**config.mk**
```make
export PLATFORM = sky130hd
export DESIGN_NAME = hcsr04_emulator
export DESIGN_NICKNAME = d
export VERILOG_FILES = /design/src/rtl/hcsr04_pkg.sv /design/src/rtl/hcsr04_sync_edge.sv /design/src/rtl/hcsr04_emulator.sv
export SDC_FILE = /design/constraint.sdc
export NUM_CORES = 1
export LEC_CHECK = 0
export ABC_AREA = 0
export BUFFER_PORTS_ARGS = -buffer_cell sky130_fd_sc_hd__buf_4
export CAP_MARGIN = 20
export CORE_MARGIN = 10
export CORE_UTILIZATION = 60
export CTS_CLUSTER_SIZE = 40
export DETAILED_ROUTE_END_ITERATION = 10
export GPL_TIMING_DRIVEN = 0
export PLACE_DENSITY = 0.82
export SLEW_MARGIN = 5
export SYNTH_ARGS = -nofsm -noshare
export SYNTH_HDL_FRONTEND = slang
export SYNTH_SLANG_ARGS = --single-unit
```
**constraint.sdc**
```tcl
create_clock -name i_clk -period 6 [get_ports i_clk]
set_clock_uncertainty 0.15 [all_clocks]
set_input_delay 0.9 -clock i_clk [delete_from_list [all_inputs] [get_ports i_clk]]
set_output_delay 0.9 -clock i_clk [all_outputs]
set_load 0.02 [all_outputs]
```
**src/rtl/hcsr04_pkg.sv**
```systemverilog
// HC-SR04 shared timing constants, emulator state type and helpers.
// Used by both the sensor emulator and the capture side.
`timescale 1ns/1ps
package hcsr04_pkg;

  localparam int T_CLK_NS   = 10;
  localparam int TRIG_NS    = 10000;
  localparam int BURST_NS   = 200000;
  localparam int TIMEOUT_NS = 38000000;

  localparam int ECHO_W = 22;
  typedef logic [ECHO_W-1:0] echo_time_t;

  localparam logic [15:0] LFSR_SEED = 16'hACE1;

  typedef enum logic [1:0] {
    ST_IDLE,
    ST_TRIG_HI,
    ST_BURST,
    ST_ECHO
  } emu_state_t;

  function automatic int ns_to_counts(
    input int ns,
    input int t_clk
  );
    return ns / t_clk;
  endfunction

endpackage

```
**src/rtl/hcsr04_sync_edge.sv**
```systemverilog
// 2-FF synchronizer with a third flop for rise/fall detection.
// Also suits the echo input of the capture block.
`timescale 1ns/1ps
module hcsr04_sync_edge (
  input  logic clk,
  input  logic rst_n,
  input  logic din,
  output logic level,
  output logic rise,
  output logic fall
);

  logic meta;
  logic q1;
  logic q2;

  // Resynchronize the async input and keep one delayed copy for edges
  always_ff @(posedge clk or negedge rst_n) begin
    if (!rst_n) begin
      meta <= 1'b0;
      q1   <= 1'b0;
      q2   <= 1'b0;
    end else begin
      meta <= din;
      q1   <= meta;
      q2   <= q1;
    end
  end

  assign level = q1;
  assign rise  = q1 & ~q2;
  assign fall  = q2 & ~q1;

endmodule

```
**src/rtl/hcsr04_emulator.sv**
```systemverilog
// Sensor-side HC-SR04 model: trigger in, burst delay, echo out.
// Optional echo-length jitter with macro HCSR04_EMU_JITTER_EN.
`timescale 1ns/1ps
module hcsr04_emulator
  import hcsr04_pkg::*;
#(
  parameter int T_CLK      = hcsr04_pkg::T_CLK_NS,
  parameter int TRIG_NS    = hcsr04_pkg::TRIG_NS,
  parameter int BURST_NS   = hcsr04_pkg::BURST_NS,
  parameter int TIMEOUT_NS = hcsr04_pkg::TIMEOUT_NS
) (
  input  logic       i_clk,
  input  logic       i_rst_n,
  input  logic       i_trigger,
  input  echo_time_t i_echo_time,
  output logic       o_echo,
  output logic       o_busy,
  output logic       o_trig_err
);

  localparam int TRIG_C    = ns_to_counts(TRIG_NS, T_CLK);
  localparam int BURST_C   = ns_to_counts(BURST_NS, T_CLK);
  localparam int TIMEOUT_C = ns_to_counts(TIMEOUT_NS, T_CLK);

  localparam int WW = $clog2(TRIG_C + 1);
  localparam int BW = $clog2(BURST_C + 1);

  localparam logic [WW-1:0] TRIG_CW = WW'(TRIG_C);
  localparam logic [BW-1:0] B_LAST  = BW'(BURST_C - 1);
  localparam echo_time_t    TO_L    = echo_time_t'(TIMEOUT_C);

  if (TIMEOUT_C < 1 || TIMEOUT_C > (1 << ECHO_W) - 1) begin : g_to_chk
    $error("TIMEOUT_COUNTS must be in 1..2^22-1");
  end
  if (TRIG_C < 1 || BURST_C < 1) begin : g_cnt_chk
    $error("TRIG_COUNTS and BURST_COUNTS must be >= 1");
  end

  logic level;
  logic rise;
  logic fall;

  hcsr04_sync_edge u_sync (
    .clk   (i_clk),
    .rst_n (i_rst_n),
    .din   (i_trigger),
    .level (level),
    .rise  (rise),
    .fall  (fall)
  );

  emu_state_t    state;
  logic [WW-1:0] wcnt;
  logic [BW-1:0] bcnt;
  echo_time_t    ecnt;
  echo_time_t    len;
  echo_time_t    len_next;

`ifdef HCSR04_EMU_JITTER_EN
  logic [15:0]       lfsr;
  logic              lfsr_fb;
  echo_time_t        base;
  logic [ECHO_W:0]   sum;

  assign lfsr_fb = lfsr[15] ^ lfsr[13] ^ lfsr[12] ^ lfsr[10];

  // Free-running Fibonacci LFSR, taps 16,14,13,11
  always_ff @(posedge i_clk or negedge i_rst_n) begin
    if (!i_rst_n) begin
      lfsr <= LFSR_SEED;
    end else begin
      lfsr <= {lfsr[14:0], lfsr_fb};
    end
  end

  // Base length plus 0..15 cycles of jitter, clamped after the add
  always_comb begin
    base     = (i_echo_time == '0) ? TO_L : i_echo_time;
    sum      = {1'b0, base} + (ECHO_W+1)'(lfsr[3:0]);
    len_next = (sum > {1'b0, TO_L}) ? TO_L : sum[ECHO_W-1:0];
  end
`else
  // Zero means no object; anything beyond the timeout is clamped
  always_comb begin
    len_next = i_echo_time;
    if (i_echo_time == '0 || i_echo_time > TO_L) begin
      len_next = TO_L;
    end
  end
`endif

  // Protocol FSM with registered echo, busy and error outputs
  always_ff @(posedge i_clk or negedge i_rst_n) begin
    if (!i_rst_n) begin
      state      <= ST_IDLE;
      wcnt       <= '0;
      bcnt       <= '0;
      ecnt       <= '0;
      len        <= '0;
      o_echo     <= 1'b0;
      o_busy     <= 1'b0;
      o_trig_err <= 1'b0;
    end else begin
      o_trig_err <= 1'b0;
      unique case (state)
        ST_IDLE: begin
          if (rise) begin
            wcnt  <= WW'(1);
            state <= ST_TRIG_HI;
          end
        end
        ST_TRIG_HI: begin
          if (fall) begin
            wcnt <= '0;
            if (wcnt >= TRIG_CW) begin
              len    <= len_next;
              bcnt   <= '0;
              o_busy <= 1'b1;
              state  <= ST_BURST;
            end else begin
              o_trig_err <= 1'b1;
              state      <= ST_IDLE;
            end
          end else if (level && wcnt < TRIG_CW) begin
            wcnt <= wcnt + WW'(1);
          end
        end
        ST_BURST: begin
          if (bcnt == B_LAST) begin
            bcnt   <= '0;
            ecnt   <= '0;
            o_echo <= 1'b1;
            state  <= ST_ECHO;
          end else begin
            bcnt <= bcnt + BW'(1);
          end
        end
        ST_ECHO: begin
          if (ecnt == len - echo_time_t'(1)) begin
            ecnt   <= '0;
            o_echo <= 1'b0;
            o_busy <= 1'b0;
            state  <= ST_IDLE;
          end else begin
            ecnt <= ecnt + echo_time_t'(1);
          end
        end
        default: state <= ST_IDLE;
      endcase
    end
  end

endmodule
```
==> metrics list <==
* Sequence of cells on the critical path: inv_1, ha_1, or4b_2, clkbuf_1, nor2_1, or4bb_1, o2bb2ai_1, nor4_4, nand3_4, buf_6, and3_1
- Proportion of power drawn by combinational gates: 0.055
- The H-tree generated during clock tree synthesis spans 3 levels.
- Switching share of power: 0.231
- The total overflow left after global routing is 0.
- The core region is 0.00729 sq mm.
* Finished Layout Cells: 638
* Max-cap violations: 0
- In the synthesized netlist the async set-or-reset flop fraction comes to 1.00.
- The routed layout has 3,849 vias.
* Total Die Area: 0.0114 sq mm
- Avg WL per Cell: 16.5 um
* Share of total power in sequential cells: 0.512
* Boundary Pins: 28
- Synthesis inferred 77 register bits.
- Number of nets in the synthesized netlist: 526
- Fraction of the core area covered by cells at the end of the flow: 0.693
* Number of pins with negative max-slew slack in the final report: 0
* Mux contribution to synthesized area: 0.00917
* Time the worst path needs with I/O delays and setup: 3.90 ns
* Adder and majority gate portion of the synthesized area: 0.0139
* Number of failing setup endpoints in the final timing report: 0
* Leakage power summed over all cells: 2.31 nW
* Cts bufs inserted: 9
- The number of antenna violations at the first check in global routing came to 0.
* Clock input transition at the sequential cells of the worst setup and hold paths: 0.08 ns
- Data arrives at the worst endpoint at 4.00 ns.
- Critical Path RT: 6.10 ns
* Maximum root-to-sink buffer count: 2
- The synthesized netlist occupies a cell area of 0.00450 sq mm.
* Layout overhead on the synthesized area: 12.3%
- X dimension of the die: 107 um
* Largest net degree at the start of global routing: 78
* Post-Syn Instances: 496
* Fraction of the mapped netlist area in compound gates: 0.138
- The clock drives 77 sinks.
- Clock latency on the worst-skew pair: 0.36 ns
- Number of distinct library cell variants in the gate-level netlist after synthesis: 52
- Outcome: finished, final reports clean
- Counting flops with a built-in enable in the synthesized netlist gives 0.
* Synthesized area divided by synthesized cell count: 9.07 sq um
- Pin slew with the least headroom to its limit: 0.949 ns
- The first global-routing pass estimated 17.7 mm of wire.
* Total net switching power: 0.241 mW
- Post-CTS timing repair inserted 0 buffers for setup.
* Yosys warning count: 0
* Post-cts sizing count: 0
* Max_slew headroom: 0.367
- Grouping stages by cell kind, the critical path spends the most delay in simple AND/OR/NAND/NOR gates.
- Across the VDD grid, the largest voltage drop is 0.160 mV.
- Placed Instances: 622
* TritonCTS clock tree: built
* Mean number of vias per cell: 6.03
- Number of design-rule violations left by the first detailed-router iteration: 223
- Filler cells: 587
- Cell internal power was estimated by the tool at 0.805 mW.
* ANT cells: 0
* Kind of path behind the tightest hold check: reg -> reg
* Number of nets still failing antenna checks after routing: 0
- Setup total negative slack: 0 ns
- After synthesis, the largest family of logic cells by area is simple AND/OR/NAND/NOR gates.
- Maximum fanout along the worst path: 10
* Most frequent standard cell in the layout excluding fill and tap cells: sky130_fd_sc_hd__dfrtp_1
- Y dimension of the die: 107 um
- Across every metal layer, demand over resource in global routing totals 0.187.
* Cell type of the slowest stage on the worst timing path: sky130_fd_sc_hd__or4b_2
- The number of global-route vias before repair is 3,821.
- For this run, the register share of the synthesized area comes to 0.428.
- Routability-driven placement congestion ratio: 0.931
- Together, buffers and inverters on the worst path number 3.
- The count of endpoints failing hold in the final timing report came to 0.
- Worst setup path category: reg -> reg
- In the layout the commonest cells are 77 x sky130_fd_sc_hd__dfrtp_1, 50 x sky130_fd_sc_hd__nand2_1, 45 x sky130_fd_sc_hd__nor2_1, 39 x sky130_fd_sc_hd__o21ai_0, 33 x sky130_fd_sc_hd__and3_1.
- On the worst path, the slowest cell contributes a delay of 0.60 ns.
- Power per unit of standard cell area: 207 mW/mm^2
* Top FF cell, synth: sky130_fd_sc_hd__dfrtp_1
- DRT Pass-1 Iters: 5
- Element type at the critical path start: flip-flop
- The routed design has 10.5 mm of wire.
- The net count of the finished layout is 564.
- Row count: 31
* Simple-gate share of the synthesized area: 0.281
* CTS root buf: sky130_fd_sc_hd__clkbuf_8
- Layout cell share with drive strength beyond 1: 0.104
- Detailed-placement wirelength estimate: 7.49 mm
* Highest achievable clock rate: 0.257 GHz
* Power share of the clock group: 0.433
- STA classifies the critical path endpoint as a flip-flop.
- Hold repair after CTS inserted 0 buffers.
- For this configuration, the core starts out at a cell density of 0.617.
* Xor and xnor fraction of the mapped netlist area: 0.103
- RSZ-0062 raised after global routing: no
- Port buffering added 27 buffers.
* Final clock period utilization by the worst path: 0.650
- In the routed design, unresolved DRC markers number 0.
[synthesized netlist by cell type (all sizes together) (11+ instances only)]
master  instances  area (sq um)
xnor2          26           228
o22a           13           114
dfrtp          77          1930
nand4          18           113
nor3           15          75.1
nor2           45           169
a21oi          13          65.1
xor2           27           236
clkbuf         15          56.3
nand3          18           103
o21ai          39           195
and3           33           206
nor4           11          90.1
nand2          50           188
[sequential cells by signal, summed over array words and instances, names as in the netlist, named ones only]
signal,flops
ecnt,22
len,22
bcnt,15
wcnt,10
o_busy,1
o_echo,1
o_trig_err,1
state,1
u_sync.level,1
u_sync.meta,1
u_sync.q2,1
[worst register-to-register path, delay by kind of cell, from the launching register on]
kind            cells  cell delay (ns)
compound gates      1             0.19
flops               1             0.44
buf+inv             3             0.55
simple gates        6             2.20
fa+ha+maj           1             0.26
[through the flow]
stage | hold slack (ns) | setup WS [ns] | cell area (sq um) | power, mW
after detailed placement | 0.199 | 2.15 | 4830 | 0.603
final | 0.214 | 2.10 | 5050 | 1.05
after global routing | 0.230 | 1.85 | 5050 | 1.08
after CTS | 0.216 | 2.14 | 5050 | 1.05
after floorplan | 0.181 | 2.67 | 4500 | 0.569
after global placement | 0.193 | 2.18 | 4830 | 0.601
[routing by layer]
metal | wire length [um] | track usage
met1 | 4600 | 0.230
met2 | 5120 | 0.309
met3 | 501 | 0.0443
met4 | 280 | 0.0812
met5 | 0 | 0
[final cells by class]
cell class | count | area [sq um] | area share
Clock buffer | 12 | 155 | 0.0307
Clock inverter | 4 | 70.1 | 0.0139
Buffer | 19 | 88.8 | 0.0176
Sequential cell | 77 | 1930 | 0.381
Timing Repair Buffer | 27 | 203 | 0.0401
Tap cell | 99 | 124 | 0.0245
Multi-Input combinational cell | 391 | 2450 | 0.485
Inverter | 9 | 33.8 | 0.00669
[path summary, 6_finish.rpt]
| path | endpoint | cells past startpoint | start | slack, ns |
|---|---|---|---|---|
| worst min register to register | u_sync.level | 0 | u_sync.meta | 0.21 |
| max in group asynchronous | ecnt[5] | 1 | i_rst_n | 4.54 |
| worst min-delay path | u_sync.level | 0 | u_sync.meta | 0.21 |
| worst max-delay path | ecnt[11] | 11 | len[0] | 2.10 |
| worst max register to register | ecnt[11] | 11 | len[0] | 2.10 |
| min in group asynchronous | len[8] | 1 | i_rst_n | 0.50 |
[power groups by stage]
| stage | sequential [mW] | combinational [mW] | clock [mW] |
|---|---|---|---|
| finish | 0.535 | 0.0575 | 0.453 |
| global route | 0.537 | 0.0647 | 0.474 |
| CTS | 0.535 | 0.0577 | 0.454 |
| detailed placement | 0.546 | 0.0573 | 0 |
| global placement | 0.545 | 0.0557 | 0 |
| floorplan | 0.544 | 0.0248 | 0 |
[cell families (layout without fill, tap and decap cells)]
logic type	after synthesis	after routing
and+or+nand+nor	233	233
AOI/OAI and AO/OA	96	96
DFF	77	77
xor gates and xnor gates	53	53
buffers and inverters	28	71
adders and majority gates	5	5
muxes	4	4
No activity file was read; power rests on OpenSTA's default activity.
